## src/rtl/interrupt_controller.sv

```systemverilog
// Interrupt controller: synchronises raw sources, detects rising edges into
// pending bits, and presents one masked request at a time to the CPU.
// Latency: raw rise -> pending after SYNC_STAGES edges -> irq one edge later.
// Backpressure: non-nested; a new request is held off until ack then eoi.
//
// Ports:
//   clk        system clock, all state changes on its rising edge
//   reset      asynchronous active-high reset
//   irq_raw    raw source levels, may be asynchronous to clk
//   mask_we    one-cycle write strobe for the mask register
//   mask_data  new mask value (1 = source disabled)
//   ack        CPU interrupt-entry pulse
//   eoi        CPU end-of-interrupt pulse
//   irq        request to CPU
//   irq_id     index of the requesting / in-service source
//   pending    per-source pending bits
//   mask       current mask register
//   overrun    sticky per-source lost-edge flags
module interrupt_controller #(
  parameter int N_SRC       = 3,
  parameter int SYNC_STAGES = 2
) (
  input  logic             clk,
  input  logic             reset,
  input  logic [N_SRC-1:0] irq_raw,
  input  logic             mask_we,
  input  logic [N_SRC-1:0] mask_data,
  input  logic             ack,
  input  logic             eoi,
  output logic             irq,
  output logic [1:0]       irq_id,
  output logic [N_SRC-1:0] pending,
  output logic [N_SRC-1:0] mask,
  output logic [N_SRC-1:0] overrun
);

  typedef enum logic [1:0] {
    ST_IDLE    = 2'd0,
    ST_REQ     = 2'd1,
    ST_SERVICE = 2'd2
  } state_t;

  state_t           state_q, state_d;
  logic             irq_q, irq_d;
  logic [1:0]       irq_id_q, irq_id_d;
  logic [N_SRC-1:0] pending_q, pending_d;
  logic [N_SRC-1:0] overrun_q, overrun_d;
  logic [N_SRC-1:0] mask_q, mask_d;

  logic [N_SRC-1:0] sync_q [SYNC_STAGES];
  logic [N_SRC-1:0] prev_q;

  logic [N_SRC-1:0] rise;
  logic [N_SRC-1:0] eligible;
  logic [N_SRC-1:0] clr;
  logic [1:0]       winner;

  // ---------------------------------------------------------------------------
  // Input synchronisers plus one history flop for edge detection
  // ---------------------------------------------------------------------------
  always_ff @(posedge clk or posedge reset) begin
    if (reset) begin
      for (int s = 0; s < SYNC_STAGES; s++) begin
        sync_q[s] <= '0;
      end
      prev_q <= '0;
    end else begin
      sync_q[0] <= irq_raw;
      for (int s = 1; s < SYNC_STAGES; s++) begin
        sync_q[s] <= sync_q[s-1];
      end
      prev_q <= sync_q[SYNC_STAGES-1];
    end
  end

  assign rise     = sync_q[SYNC_STAGES-1] & ~prev_q;
  assign eligible = pending_q & ~mask_q;

  // ---------------------------------------------------------------------------
  // Fixed priority: lowest index wins (scan high to low so the last hit sticks)
  // ---------------------------------------------------------------------------
  always_comb begin
    winner = '0;
    for (int i = N_SRC - 1; i >= 0; i--) begin
      if (eligible[i]) begin
        winner = 2'(i);
      end
    end
  end

  // ---------------------------------------------------------------------------
  // Handshake FSM
  // ---------------------------------------------------------------------------
  always_comb begin
    state_d  = state_q;
    irq_id_d = irq_id_q;
    clr      = '0;

    unique case (state_q)
      ST_IDLE: begin
        // Uses the registered mask, so a same-cycle mask write is not seen yet.
        if (|eligible) begin
          irq_id_d = winner;
          state_d  = ST_REQ;
        end
      end
      ST_REQ: begin
        // irq_id stays frozen here; masking or new edges do not retarget it.
        if (ack) begin
          for (int i = 0; i < N_SRC; i++) begin
            clr[i] = (irq_id_q == 2'(i));
          end
          state_d = ST_SERVICE;
        end
      end
      ST_SERVICE: begin
        if (eoi) begin
          state_d = ST_IDLE;
        end
      end
      default: begin
        state_d = ST_IDLE;
      end
    endcase

    irq_d = (state_d == ST_REQ);
  end

  // ---------------------------------------------------------------------------
  // Pending / overrun / mask next state
  // ---------------------------------------------------------------------------
  always_comb begin
    // A fresh edge on the source being acknowledged re-arms pending (set wins)
    // but is not an overrun, since the old occurrence is being consumed.
    pending_d = (pending_q & ~clr) | rise;
    overrun_d = (overrun_q & ~clr) | (rise & pending_q & ~clr);
    mask_d    = mask_we ? mask_data : mask_q;
  end

  always_ff @(posedge clk or posedge reset) begin
    if (reset) begin
      state_q   <= ST_IDLE;
      irq_q     <= 1'b0;
      irq_id_q  <= '0;
      pending_q <= '0;
      overrun_q <= '0;
      mask_q    <= '1;
    end else begin
      state_q   <= state_d;
      irq_q     <= irq_d;
      irq_id_q  <= irq_id_d;
      pending_q <= pending_d;
      overrun_q <= overrun_d;
      mask_q    <= mask_d;
    end
  end

  assign irq     = irq_q;
  assign irq_id  = irq_id_q;
  assign pending = pending_q;
  assign mask    = mask_q;
  assign overrun = overrun_q;

  // Registered irq must always agree with the FSM, and the ID must name a source.
  a_irq_matches_state: assert property (@(posedge clk) disable iff (reset)
    irq_q == (state_q == ST_REQ));
  a_id_in_range: assert property (@(posedge clk) disable iff (reset)
    int'(irq_id_q) < N_SRC);

endmodule

```

## config.mk

```make
export PLATFORM = sky130hd
export DESIGN_NAME = interrupt_controller
export DESIGN_NICKNAME = d
export VERILOG_FILES = /design/src/rtl/interrupt_controller.sv
export SDC_FILE = /design/constraint.sdc
export NUM_CORES = 1
export LEC_CHECK = 0
export CORE_ASPECT_RATIO = 0.6
export CORE_UTILIZATION = 25
export DETAILED_ROUTE_END_ITERATION = 12
export GPL_TIMING_DRIVEN = 0
export PLACE_DENSITY_LB_ADDON = 0.2
export SYNTH_ARGS = -nofsm -noshare
export SYNTH_HDL_FRONTEND = slang
export SYNTH_SLANG_ARGS = --single-unit
export TNS_END_PERCENT = 30
```

## constraint.sdc

```tcl
create_clock -name clk -period 1.6 [get_ports clk]
set_input_delay 0.32 -clock clk [delete_from_list [all_inputs] [get_ports clk]]
set_output_delay 0.32 -clock clk [all_outputs]
set_load 0.03 [all_outputs]
```

==> reports/qor.csv <==
stage;metric;value;unit
timing;worst-slew-pin-transition;0.8470;ns
logic_synthesis;synth.most_common_cell;dfrtp_1;
global_route;met2_usage;12.97;%
cells_and_area;finalNonFillerCells;133;
placement;dpl.cell_count;129;
cts;cts_tree;yes;
floorplan;die_w;76.54;µm
floorplan;rows;15;
outcome;status;completed;
critical_path;crit_path_top_delay_cell;clkdlybuf4s50_1;
global_route;grt_pass1_wl;2553;µm
logic_synthesis;ys.flop_type;dfrtp_1;
global_route;met3_usage;5.149;%
flow_run;drv_cap;0;
logic_synthesis;ys_ff_latch;23;
logic_synthesis;synth_top_cell_by_area;dfrtp_1;
power_and_ir_drop;powerDensity;1650;nW/µm²
logic_synthesis;ys_top_cells_by_area;dfrtp_1 60%, dfstp_2 9.5%, a21o_1 2.7%;
global_route;first_global_vias;519;
global_route;busiest_layer;met1;
placement;io_buffers;22;
critical_path;worst_setup_path_start_kind;flop;
critical_path;worstSetupPathType;flop to output pin;
route;first_iter_violations;30;
route;antenna_left;0;
global_route;grt_use_total;9.847;%
cts;cts_sinks;23;
global_route;antenna_found_initial;0;
cells_and_area;final_cell_area;1137;µm²
cts;cts-root-buf;clkbuf_8;
logic_synthesis;synth_area;833.3;µm²
timing;drv_slew;0;
cells_and_area;nets;103;
cells_and_area;diodes;0;
cells_and_area;utilization;37.64;%
logic_synthesis;yosysTopAreaCellShare;60.06;%
critical_path;crit_family;buffers and inverters;
timing;timing.final.crit_period;1.559;ns
logic_synthesis;syn_inst;65;
cts;cts_resized;11;
power_and_ir_drop;p_int;1.172;mW
critical_path;critPathRequiredTime;1.28;ns
power_and_ir_drop;p_sw_share;37.57;%
worst_hold_path;holdCritPathClass;flop to flop;
placement;detailed_place_hpwl;1075;µm
cts;cts_buffers;3;
floorplan;core;3022;µm²
floorplan;start_util;27.58;%
cells_and_area;syn2layout_area_growth;36.49;%
floorplan;dieArea;3576;µm²
timing;hold_violations;0;
cts;clkLatencyLatePin;0.26;ns
route;drc_errors;0;
timing;rsz0062_at_grt;false;
power_and_ir_drop;pwr-share-seq;46.7;%
cts;h-tree-depth;1;
route;viasPerCell;4.195;
logic_synthesis;yosysSeqAreaShare;69.52;%
power_and_ir_drop;p_sw;704.9;µW
power_and_ir_drop;power.total;1.876;mW
route;vias;558;
logic_synthesis;syn_avg_cell_area;12.82;µm²
critical_path;crit_buf_inv;1;
logic_synthesis;ys_warn_count;0;
timing;finalSetupViolCount;0;
cts;postCtsSetupBuffers;0;
logic_synthesis;ys_top_cells_by_count;20 x dfrtp_1, 5 x nand2_1, 4 x a21oi_1, 4 x inv_1;
logic_synthesis;syn_nets;76;
floorplan;io-pin-count;23;
timing;slew_headroom;43.47;%
critical_path;cp_slowest_stage_delay;0.66;ns
floorplan;chipHeight;46.72;µm
power_and_ir_drop;power_leakage;0.4797;nW
logic_synthesis;synth-async-reset-ratio;100.0;%
timing;fin_crit_sh;97.42;%
global_route;grt_overflow;0;
global_route;grtUsageMet1;13.96;%
cts;clk_pin_slew;0.08;ns
critical_path;cp_cell_sequence;clkdlybuf4s50_1;
critical_path;cp-end-kind;output pin;
timing;clock_skew;0.003852;ns
power_and_ir_drop;p_comb_share;34.8;%
logic_synthesis;synth.distinct_cells;20;
critical_path;critPathMaxFanout;1;
power_and_ir_drop;peakVddDrop;0.5339;mV
critical_path;arrival;1.24;ns
route;first_pass_iters;2;
power_and_ir_drop;clkPwrFrac;18.5;%
cts;hold_buffers;0;
global_route;grt_max_degree;24;
cells_and_area;drive_gt1_share;10.99;%
logic_synthesis;synth_edf_count;0;
placement;postPlaceCellArea;1106;µm²
route;wire_per_inst;11.15;µm
placement;place_congestion;0.7428;
route;wirelength;1483;µm
cts;cts_max_path_buffers;2;
timing;clock.fmax;641.5;MHz
==> layout by cell type, fill, tap and decap left out <==
cell type	instances
clkdlybuf4s50_1	11
dfstp_2	3
clkbuf_1	1
a21oi_1	4
and2_2	1
nand4_1	1
inv_1	4
nand4b_1	1
a31oi_1	2
nand2_1	5
or4b_1	1
a21o_1	3
nand2b_1	3
clkbuf_8	3
mux2_2	2
o21a_1	2
nor2_1	3
and4bb_2	1
dfrtp_1	20
o2bb2ai_1	1
dlygate4sd2_1	11
nand3_1	2
nor2b_1	3
o21ai_0	3
==> routing by layer <==
metal	vias to the layer above	part of all wire (%)
met5	-	0
met4	0	0
met3	0	6.7
met2	17	36
met1	268	57
li1	273	-
==> power by group through the flow <==
stage	clock [mW]	combinational, mW	sequential (mW)
2_1_floorplan	0	0.227	1.08
3_3_place_gp	0	0.723	0.890
3_5_place_dp	0	0.727	0.893
4_1_cts	0.373	0.661	0.878
5_1_grt	0.391	0.711	0.904
6_report	0.348	0.653	0.876
==> registers in the layout, summed over array words and instances (netlist names) <==
name     count
irq          1
irq_id       2
mask         3
overrun      3
pending      3
prev_q       3
state_q      2
sync_q       6
==> cells by family after synthesis <==
kind of cell	count (synthesis)	share of synthesized area, %
flops	23	69.52
compound gates	15	11.26
simple gates	21	14.72
buf+inv	4	1.801
mux	2	2.703
==> path summary, 6_finish.rpt <==
kind	cells after the start	start	slack, ns	end
worst max-delay path	1	irq	0.04	irq
worst min-delay path	0	sync_q[3]	0.35	sync_q[0]
worst max register to register	3	state_q[0]	0.24	pending[2]
worst min register to register	0	sync_q[3]	0.35	sync_q[0]
max in group asynchronous	2	reset	0.55	pending[1]
min in group asynchronous	2	reset	0.53	overrun[2]
==> layout make-up <==
class | count | area, µm²
Timing Repair Buffer | 22 | 206.4
Sequential cell | 23 | 579.3
Clock buffer | 4 | 45.04
Fill cell | 309 | 1884
Inverter | 4 | 15.01
Tap cell | 42 | 52.55
Multi-Input combinational cell | 38 | 239.0
==> per-stage QoR <==
| stage | hold slack [ns] | worst slack [ns] | TNS [ns] |
|---|---|---|---|
| 3_5_place_dp | 0.3347 | -0.1184 | -0.2366 |
| 2_1_floorplan | 0.3197 | 0.2444 | 0 |
| 4_1_cts | 0.3541 | 0.02818 | 0 |
| 3_3_place_gp | 0.3332 | -0.1138 | -0.2231 |
| 6_report | 0.3515 | 0.04126 | 0 |
| 5_1_grt | 0.3714 | 0.01367 | 0 |
No activity file was read; power rests on OpenSTA's default activity.
